<file path="src/rtl/top_level_if.sv">
// Request/acknowledge handshake between a host and the Hamming/pattern engine.
interface top_level_if;
   logic req;
   logic ack;

   modport master (output req, input  ack);
   modport slave  (input  req, output ack);
endinterface

</file>
<file path="src/rtl/top_level.sv">
// Hamming SECDED encode/decode and 5-bit pattern-count engine over a private
// 256x8 memory; each accepted request runs the next of three fixed programs.

module top_level_mem (
   input  logic       clk,
   input  logic       we_i,
   input  logic [7:0] waddr_i,
   input  logic [7:0] wdata_i,
   input  logic [7:0] raddr0_i,
   input  logic [7:0] raddr1_i,
   output logic [7:0] rdata0_o,
   output logic [7:0] rdata1_o
);
   logic [7:0] core [0:255];

   always_ff @(posedge clk) begin
      if (we_i) core[waddr_i] <= wdata_i;
   end

   assign rdata0_o = core[raddr0_i];
   assign rdata1_o = core[raddr1_i];
endmodule

// state   | meaning
// IDLE    | waiting for the first request after reset
// RUN     | executing program prog_q; idx_q/phase_q track the sub-step
// DONE    | program finished, ack held high until the next request
module top_level (
   input  logic       clk,
   input  logic       reset,
   top_level_if.slave bus
);
   typedef enum logic [1:0] {ST_IDLE, ST_RUN, ST_DONE} state_t;

   localparam logic [7:0] PAT_ADDR = 8'd160;

   state_t     state_q, state_d;
   logic [1:0] prog_q, prog_d;
   logic [4:0] idx_q, idx_d;
   logic       phase_q, phase_d;
   logic       ack_q, ack_d;
   logic [4:0] pat_q, pat_d;
   logic [7:0] ctb_q, ctb_d;
   logic [7:0] cto_q, cto_d;
   logic [7:0] cts_q, cts_d;

   logic       mem_we;
   logic [7:0] mem_waddr, mem_wdata;
   logic [7:0] mem_ra0, mem_ra1, rd0, rd1;
   logic [7:0] word_base;
   logic [15:0] enc_w;
   logic [11:0] dec_w;
   logic [2:0] nb, nx;
   logic       finish;

   function automatic logic [3:0] parity4(input logic [11:1] d);
      logic p8, p4, p2, p1;
      p8 = ^d[11:5];
      p4 = (^d[11:8]) ^ (^d[4:2]);
      p2 = d[11] ^ d[10] ^ d[7] ^ d[6] ^ d[4] ^ d[3] ^ d[1];
      p1 = d[11] ^ d[9] ^ d[7] ^ d[5] ^ d[4] ^ d[2] ^ d[1];
      return {p8, p4, p2, p1};
   endfunction

   function automatic logic [15:0] encode(input logic [10:0] dv);
      logic [11:1] d;
      logic [3:0]  p;
      logic        p16;
      d   = dv;
      p   = parity4(d);
      p16 = (^d) ^ (^p);
      return {d[11:5], p[3], d[4:2], p[2], d[1], p[1], p[0], p16};
   endfunction

   function automatic logic [10:0] extract(input logic [15:0] w);
      return {w[15:9], w[7:5], w[3]};
   endfunction

   // Result is {dbl, d[11:1]}; a double error leaves d exactly as received.
   function automatic logic [11:0] decode(input logic [15:0] w_in);
      logic [15:0] w;
      logic [11:1] d;
      logic [3:0]  s, e;
      logic        g, dbl;
      w   = w_in;
      d   = extract(w);
      s   = parity4(d);
      e   = {w[8] ^ s[3], w[4] ^ s[2], w[2] ^ s[1], w[1] ^ s[0]};
      g   = ^w;
      dbl = 1'b0;
      if (e != 4'd0 && g) begin
         w[e] = ~w[e];
         d    = extract(w);
      end else if (e != 4'd0) begin
         dbl = 1'b1;
      end
      return {dbl, d};
   endfunction

   function automatic logic [2:0] count4(input logic [7:0] b, input logic [4:0] p);
      logic [2:0] n;
      n = 3'd0;
      for (int j = 0; j < 4; j++) begin
         if (b[j +: 5] == p) n = n + 3'd1;
      end
      return n;
   endfunction

   top_level_mem data_mem1 (
      .clk      (clk),
      .we_i     (mem_we & reset),
      .waddr_i  (mem_waddr),
      .wdata_i  (mem_wdata),
      .raddr0_i (mem_ra0),
      .raddr1_i (mem_ra1),
      .rdata0_o (rd0),
      .rdata1_o (rd1)
   );

   assign word_base = {2'b00, idx_q, 1'b0};
   assign bus.ack   = ack_q;

   // Read addresses depend on state only, keeping the datapath loop-free.
   always_comb begin
      mem_ra0 = PAT_ADDR;
      mem_ra1 = 8'd0;
      if (state_q == ST_RUN) begin
         case (prog_q)
            2'd1: begin
               mem_ra0 = word_base;
               mem_ra1 = word_base + 8'd1;
            end
            2'd2: begin
               mem_ra0 = 8'd64 + word_base;
               mem_ra1 = 8'd65 + word_base;
            end
            2'd3: begin
               mem_ra0 = 8'd128 + {3'b000, idx_q};
               mem_ra1 = 8'd127 + {3'b000, idx_q};
            end
            default: ;
         endcase
      end
   end

   always_comb begin
      enc_w = encode({rd1[2:0], rd0});
      dec_w = decode({rd1, rd0});
      nb    = count4(rd0, pat_q);
      nx    = (idx_q != 5'd0) ? count4({rd1[3:0], rd0[7:4]}, pat_q) : 3'd0;
   end

   always_comb begin
      state_d   = state_q;
      prog_d    = prog_q;
      idx_d     = idx_q;
      phase_d   = phase_q;
      ack_d     = ack_q;
      pat_d     = pat_q;
      ctb_d     = ctb_q;
      cto_d     = cto_q;
      cts_d     = cts_q;
      mem_we    = 1'b0;
      mem_waddr = 8'd0;
      mem_wdata = 8'd0;
      finish    = 1'b0;

      case (state_q)
         ST_IDLE, ST_DONE: begin
            if (bus.req) begin
               state_d = ST_RUN;
               ack_d   = 1'b0;
               idx_d   = 5'd0;
               phase_d = 1'b0;
               pat_d   = rd0[4:0];
               ctb_d   = 8'd0;
               cto_d   = 8'd0;
               cts_d   = 8'd0;
            end
         end
         ST_RUN: begin
            case (prog_q)
               2'd1, 2'd2: begin
                  mem_we  = 1'b1;
                  phase_d = ~phase_q;
                  if (!phase_q) begin
                     mem_waddr = ((prog_q == 2'd1) ? 8'd30 : 8'd94) + word_base;
                     mem_wdata = (prog_q == 2'd1) ? enc_w[7:0] : dec_w[7:0];
                  end else begin
                     mem_waddr = ((prog_q == 2'd1) ? 8'd31 : 8'd95) + word_base;
                     mem_wdata = (prog_q == 2'd1) ? enc_w[15:8]
                                                  : {dec_w[11], 4'b0000, dec_w[10:8]};
                     if (idx_q == 5'd14) finish = 1'b1;
                     else                idx_d  = idx_q + 5'd1;
                  end
               end
               2'd3: begin
                  if (!phase_q) begin
                     ctb_d = ctb_q + {5'b00000, nb};
                     cto_d = cto_q + {7'b0000000, (nb != 3'd0)};
                     cts_d = cts_q + {5'b00000, nb} + {5'b00000, nx};
                     if (idx_q == 5'd31) begin
                        phase_d = 1'b1;
                        idx_d   = 5'd0;
                     end else begin
                        idx_d = idx_q + 5'd1;
                     end
                  end else begin
                     mem_we    = 1'b1;
                     mem_waddr = 8'd192 + {3'b000, idx_q};
                     case (idx_q)
                        5'd0:    mem_wdata = ctb_q;
                        5'd1:    mem_wdata = cto_q;
                        default: mem_wdata = cts_q;
                     endcase
                     if (idx_q == 5'd2) finish = 1'b1;
                     else               idx_d  = idx_q + 5'd1;
                  end
               end
               default: state_d = ST_IDLE;
            endcase
         end
         default: state_d = ST_IDLE;
      endcase

      if (finish) begin
         state_d = ST_DONE;
         ack_d   = 1'b1;
         prog_d  = (prog_q == 2'd3) ? 2'd1 : prog_q + 2'd1;
      end
   end

   always_ff @(posedge clk) begin
      if (!reset) begin
         state_q <= ST_IDLE;
         prog_q  <= 2'd1;
         idx_q   <= 5'd0;
         phase_q <= 1'b0;
         ack_q   <= 1'b0;
         pat_q   <= 5'd0;
         ctb_q   <= 8'd0;
         cto_q   <= 8'd0;
         cts_q   <= 8'd0;
      end else begin
         state_q <= state_d;
         prog_q  <= prog_d;
         idx_q   <= idx_d;
         phase_q <= phase_d;
         ack_q   <= ack_d;
         pat_q   <= pat_d;
         ctb_q   <= ctb_d;
         cto_q   <= cto_d;
         cts_q   <= cts_d;
      end
   end
endmodule

</file>
<file path="src/flat_wrapper.sv">
// flat-port wrapper written by rule: the top's interface ports become plain ports
module top_level_flat 
  (clk, reset, bus_req, bus_ack);
  top_level_if bus_i ();
  input  logic clk;
  input  logic reset;
  input wire logic [$bits(bus_i.req)-1:0] bus_req;
  output wire logic [$bits(bus_i.ack)-1:0] bus_ack;
  assign bus_i.req = bus_req;
  assign bus_ack = bus_i.ack;
  top_level u_core (.clk(clk), .reset(reset), .bus(bus_i));
endmodule
</file>
<file path="config.mk">
export PLATFORM = sky130hd
export DESIGN_NAME = top_level_flat
export DESIGN_NICKNAME = d
export VERILOG_FILES = /design/src/rtl/top_level_if.sv /design/src/rtl/top_level.sv /design/src/flat_wrapper.sv
export SDC_FILE = /design/constraint.sdc
export NUM_CORES = 1
export LEC_CHECK = 0
export BUFFER_PORTS_ARGS = -buffer_cell sky130_fd_sc_hd__buf_2
export CORE_MARGIN = 5
export CORE_UTILIZATION = 43
export DETAILED_ROUTE_END_ITERATION = 10
export GPL_TIMING_DRIVEN = 0
export PLACE_DENSITY = 0.63
export SETUP_SLACK_MARGIN = 0.5
export SLEW_MARGIN = 25
export SYNTH_ARGS = -nofsm -noshare
export SYNTH_HDL_FRONTEND = slang
export SYNTH_SLANG_ARGS = --single-unit
export TNS_END_PERCENT = 10
</file>
<file path="constraint.sdc">
create_clock -name clk -period 1.96 [get_ports clk]
set_input_delay 0.196 -clock clk [delete_from_list [all_inputs] [get_ports clk]]
set_output_delay 0.196 -clock clk [all_outputs]
set_load 0.005 [all_outputs]
</file>
==> flow_results.org <==
** Logic synthesis
- dfxtp_1 takes more of the synthesized area than any other cell.
- Post-Syn Nets :: 86
- Mean cell area of the mapped netlist :: approximately 9 sq um
- Of the post-synthesis cell area, the dominant cell type holds 31.5%.
- Number of warning messages in the yosys log :: 0
- Cell types occupying the most area after synthesis :: dfxtp_1 (31%), ha_1 (13%), nand3b_1 (5.4%)
- Summed instance area of the synthesized netlist :: ~700 sq um
- Count of distinct cell types in the synthesized netlist :: 27
- Cells after Synth :: 76
- Sequential elements use 31.5% of the synthesized area.
- Synthesis-stage register bit count :: 11

** Drt
- In the routed design, unresolved DRC markers number 0.
- The detail route stage leaves a number of antenna-violating nets equal to 0.
- The routed design has 1350 um of wire.
- The final route contains between 500 and 600 vias.
- The pre-antenna-repair detailed-routing pass consisted of 3 iterations.
- In this run, the number of DRC markers left after iteration 0 of detailed routing was 15.
- In the final routed layout, each cell accounts on average for 13.1 um.
- Post-DR vias/cell :: about 5.6

** Clock network
- CTS HTree Levels :: 1
- Clock sink count :: 11
- Post-CTS Hold Fix Bufs :: 0
- Reg clk slew, reported paths :: 0.07 ns
- Number of buffers created by CTS :: 3
- TritonCTS built the clock tree.
- Buffer cell driving the clock tree root :: clkbuf_4
- Largest buffer count on any clock path :: 2
- The later pin in the worst-skew pair is clocked with a latency of 0.27 ns.

** GRT
- Overall overflow remaining after global route :: 0
- The first global-routing pass estimated around 2500 um of wire.
- Pin count of the biggest net entering global routing :: 11
- The number of antenna violations at the first check in global routing was 0.
- Vias in the first global route :: 560
- For this run, the total global-route usage over all layers was measured as between 10% and 20%.

** Worst setup path
- The number of cells on the worst reg-to-reg path is 5.
- Grouping stages by cell kind, the critical path spends the most delay in simple AND/OR/NAND/NOR gates.
- R2R Path Start :: u_core.prog_q[0]$_SDFFE_PN1P_
- On the critical path, the stage with the largest delay is an instance of or3b_4.
- Critical Path Max Stage Delay :: 0.40 ns
- Startpoint type of the worst setup path :: register
- Type of destination of the critical path :: register
- The worst setup path is of the reg -> reg kind.
- Counting buffers and inverters, the worst setup path is 5 cells deep.
- For flop-to-flop paths, the worst setup slack is roughly 0.29 ns.
- The worst register-to-register path ends at u_core.prog_q[1]$_SDFFE_PN0P_.
- Req. time, crit path :: 2.12 ns
- Cell breakdown of the critical path :: ha_4 > or3b_4 > a2111oi_4 > mux2i_1 > nor2b_1
- The number of buffers and inverters on the critical path is 0.
- In this run the worst path has a maximum fanout of 3.
- Arrival time of data at the critical path endpoint :: 1.83 ns

** STA
- Total negative slack for setup checks :: 0 ns
- Maximum operating frequency :: between 500 and 600 MHz
- Clock skew after layout :: a little under 0.007 ns
- Setup repair after global routing missed its margin :: true
- Final hold viol count :: 0
- Post-layout minimum cycle time :: 1.67 ns
- In the finished design, the share of the clock period the worst path needs comes to 85.3%.
- Remaining max-slew budget at the tightest pin :: a little over 70%
- Worst path setup slack after routing :: 0.288 ns
- For the pin with the worst max-slew slack, the measured transition is approximately 0.42 ns.
- Number of setup violations in the final report :: 0
- The max-slew violation total from the final report was 0.
- Final Hold Slack :: ~0.25 ns

** Cells and area
- Diode insertion count for antenna repair :: 0
- Leaving out filler cells and counting taps, the final layout contains 103.
- Area of all sequential standard cells :: approximately 230 sq um
- Leaving out fill and tap cells, the most frequent cell in the layout is dfxtp_1.
- Of the cells placed in the final design, the portion with a size suffix greater than 1 is about 24%.
- Area of all placed cells without fillers :: 818 sq um
- Final core occ :: a little over half
- In the final design database the tool counted 98 nets.
- Multi-input gate area :: about 470 sq um
- The library cells used most frequently in the layout, excluding fill and tap cells, are dfxtp_1 (9), inv_1 (7), ha_1 (6).
- Number of inserted filler cells in the final layout :: approximately 150
- Area growth from synthesis to layout :: 17.0%

** Floorplanning
- The core region is ~0.0015 sq mm.
- Die extent in y :: roughly 50 um
- From left edge to right edge, the die measures just over 50 um.
- Count of pins on the block boundary :: 4
- Cell row count :: 14
- Effective utilization at floorplan :: a little under half
- Die ar. :: ~0.0025 sq mm

** Power and ir drop
- Standby leakage power :: roughly 0.32 nW
- Summing internal, switching and leakage power gives roughly 0.44 mW.
- Total power density per cell area :: around 540 mW/mm^2
- Maximum VDD drop :: 0.430 mV

** Status
- Result of the run :: complete, no violations

** Hold path
- The path with the worst hold slack has its endpoint at u_core.state_q[1]$_SDFFE_PN0P_.
- Count of cells along the worst hold path :: 3
- The startpoint identified for the worst hold timing path is bus_req.
- The worst hold path belongs to the class in -> reg.

** Place
- Cell count after placement :: 95
- Detailed-placement wirelength estimate :: around 1000 um
- Post-Place Setup Slack :: roughly 0.096 ns
- Buffers placed on the I/O ports in this run total 3.
- Cell area after placement :: between 700 and 800 sq um
- Routability congestion estimate from global placement :: roughly 0.78

** Job
- Across the run, the number of max-cap violations was 0.
==> layout make-up <==
type                            count  area share [%]
Inverter                            7            3.21
Clock buffer                        4            3.21
Tap cell                           16            2.45
Sequential cell                    11            27.5
Timing Repair Buffer                7            5.50
Multi-Input combinational cell     57            57.5
Buffer                              1           0.612
==> metal layers <==
| metal | GRT usage, % | wire [um] |
|---|---|---|
| met1 | 15.0 | 641 |
| met2 | 20.3 | 640 |
| met3 | 5.33 | 51 |
| met4 | 3.83 | 17 |
| met5 | 0 | 0 |
==> worst reg2reg max path: stages (launching register included) <==
cell	delay, ns
dfxtp_2	0.35
ha_4	0.14
or3b_4	0.40
a2111oi_4	0.37
mux2i_1	0.23
nor2b_1	0.06
==> kinds of logic (layout without fill, tap and decap cells) <==
logic type / count (synthesis) / after routing / share of synthesized area [%]
muxes: 3 / 3 / 4.29
DFF: 11 / 11 / 31.5
AOI/OAI and AO/OA: 15 / 15 / 18.1
adders and majority gates: 7 / 7 / 12.5
and+or+nand+nor: 32 / 32 / 29.2
buffers and inverters: 8 / 19 / 4.47
==> repair_timing <==
item | 4_1_cts | 5_1_grt
buffers inserted | 4 | 0
gates resized for setup | 3 | 0
endpoints found under the setup margin | 10 | 11
pin swaps | 2 | 0
==> state kept, by name (all words and copies together), names as in the netlist <==
register	cells
u_core.idx_q	5
u_core.phase_q	1
u_core.prog_q	2
u_core.state_q	2
u_core.bus.ack	1
==> cell usage after synthesis <==
master and number:
and3_1 2, nand4_1 3, nor3_1 2, dfxtp_1 11
nor2_1 2, o21a_1 3, o21ai_0 3, nand2b_1 2
a2111oi_4 1, o211ai_1 3, ha_1 7, o211a_1 1
nor3b_1 1, inv_1 7, nand3_1 3, and4b_1 2
nand2_1 3, or2_2 1, o221a_2 1, nor2b_1 4
or3b_4 1, nand3b_1 5, mux2i_1 3, or2b_2 1
buf_2 1, o31ai_1 1, a21oi_1 2
==> worst max-delay path by stage <==
stage                                  start                            end  slack (ns)
6_report       u_core.prog_q[0]$_SDFFE_PN1P_  u_core.prog_q[1]$_SDFFE_PN0P_        0.29
5_1_grt        u_core.prog_q[1]$_SDFFE_PN0P_  u_core.prog_q[0]$_SDFFE_PN1P_        0.18
4_1_cts        u_core.prog_q[1]$_SDFFE_PN0P_  u_core.prog_q[1]$_SDFFE_PN0P_        0.31
3_5_place_dp   u_core.prog_q[1]$_SDFFE_PN0P_  u_core.prog_q[1]$_SDFFE_PN0P_         0.1
3_3_place_gp   u_core.prog_q[1]$_SDFFE_PN0P_  u_core.prog_q[1]$_SDFFE_PN0P_        0.10
2_1_floorplan  u_core.prog_q[1]$_SDFFE_PN0P_  u_core.prog_q[1]$_SDFFE_PN0P_        0.23
==> where the power goes <==
| group | internal, mW | switching, mW | total (mW) | leakage, nW |
|---|---|---|---|---|
| Clock | 0.0789 | 0.0760 | 0.155 | 0.0150 |
| Combinational | 0.0224 | 0.0301 | 0.0525 | 0.220 |
| Sequential | 0.227 | 0.00398 | 0.231 | 0.0895 |
No activity file was read; power rests on OpenSTA's default activity.
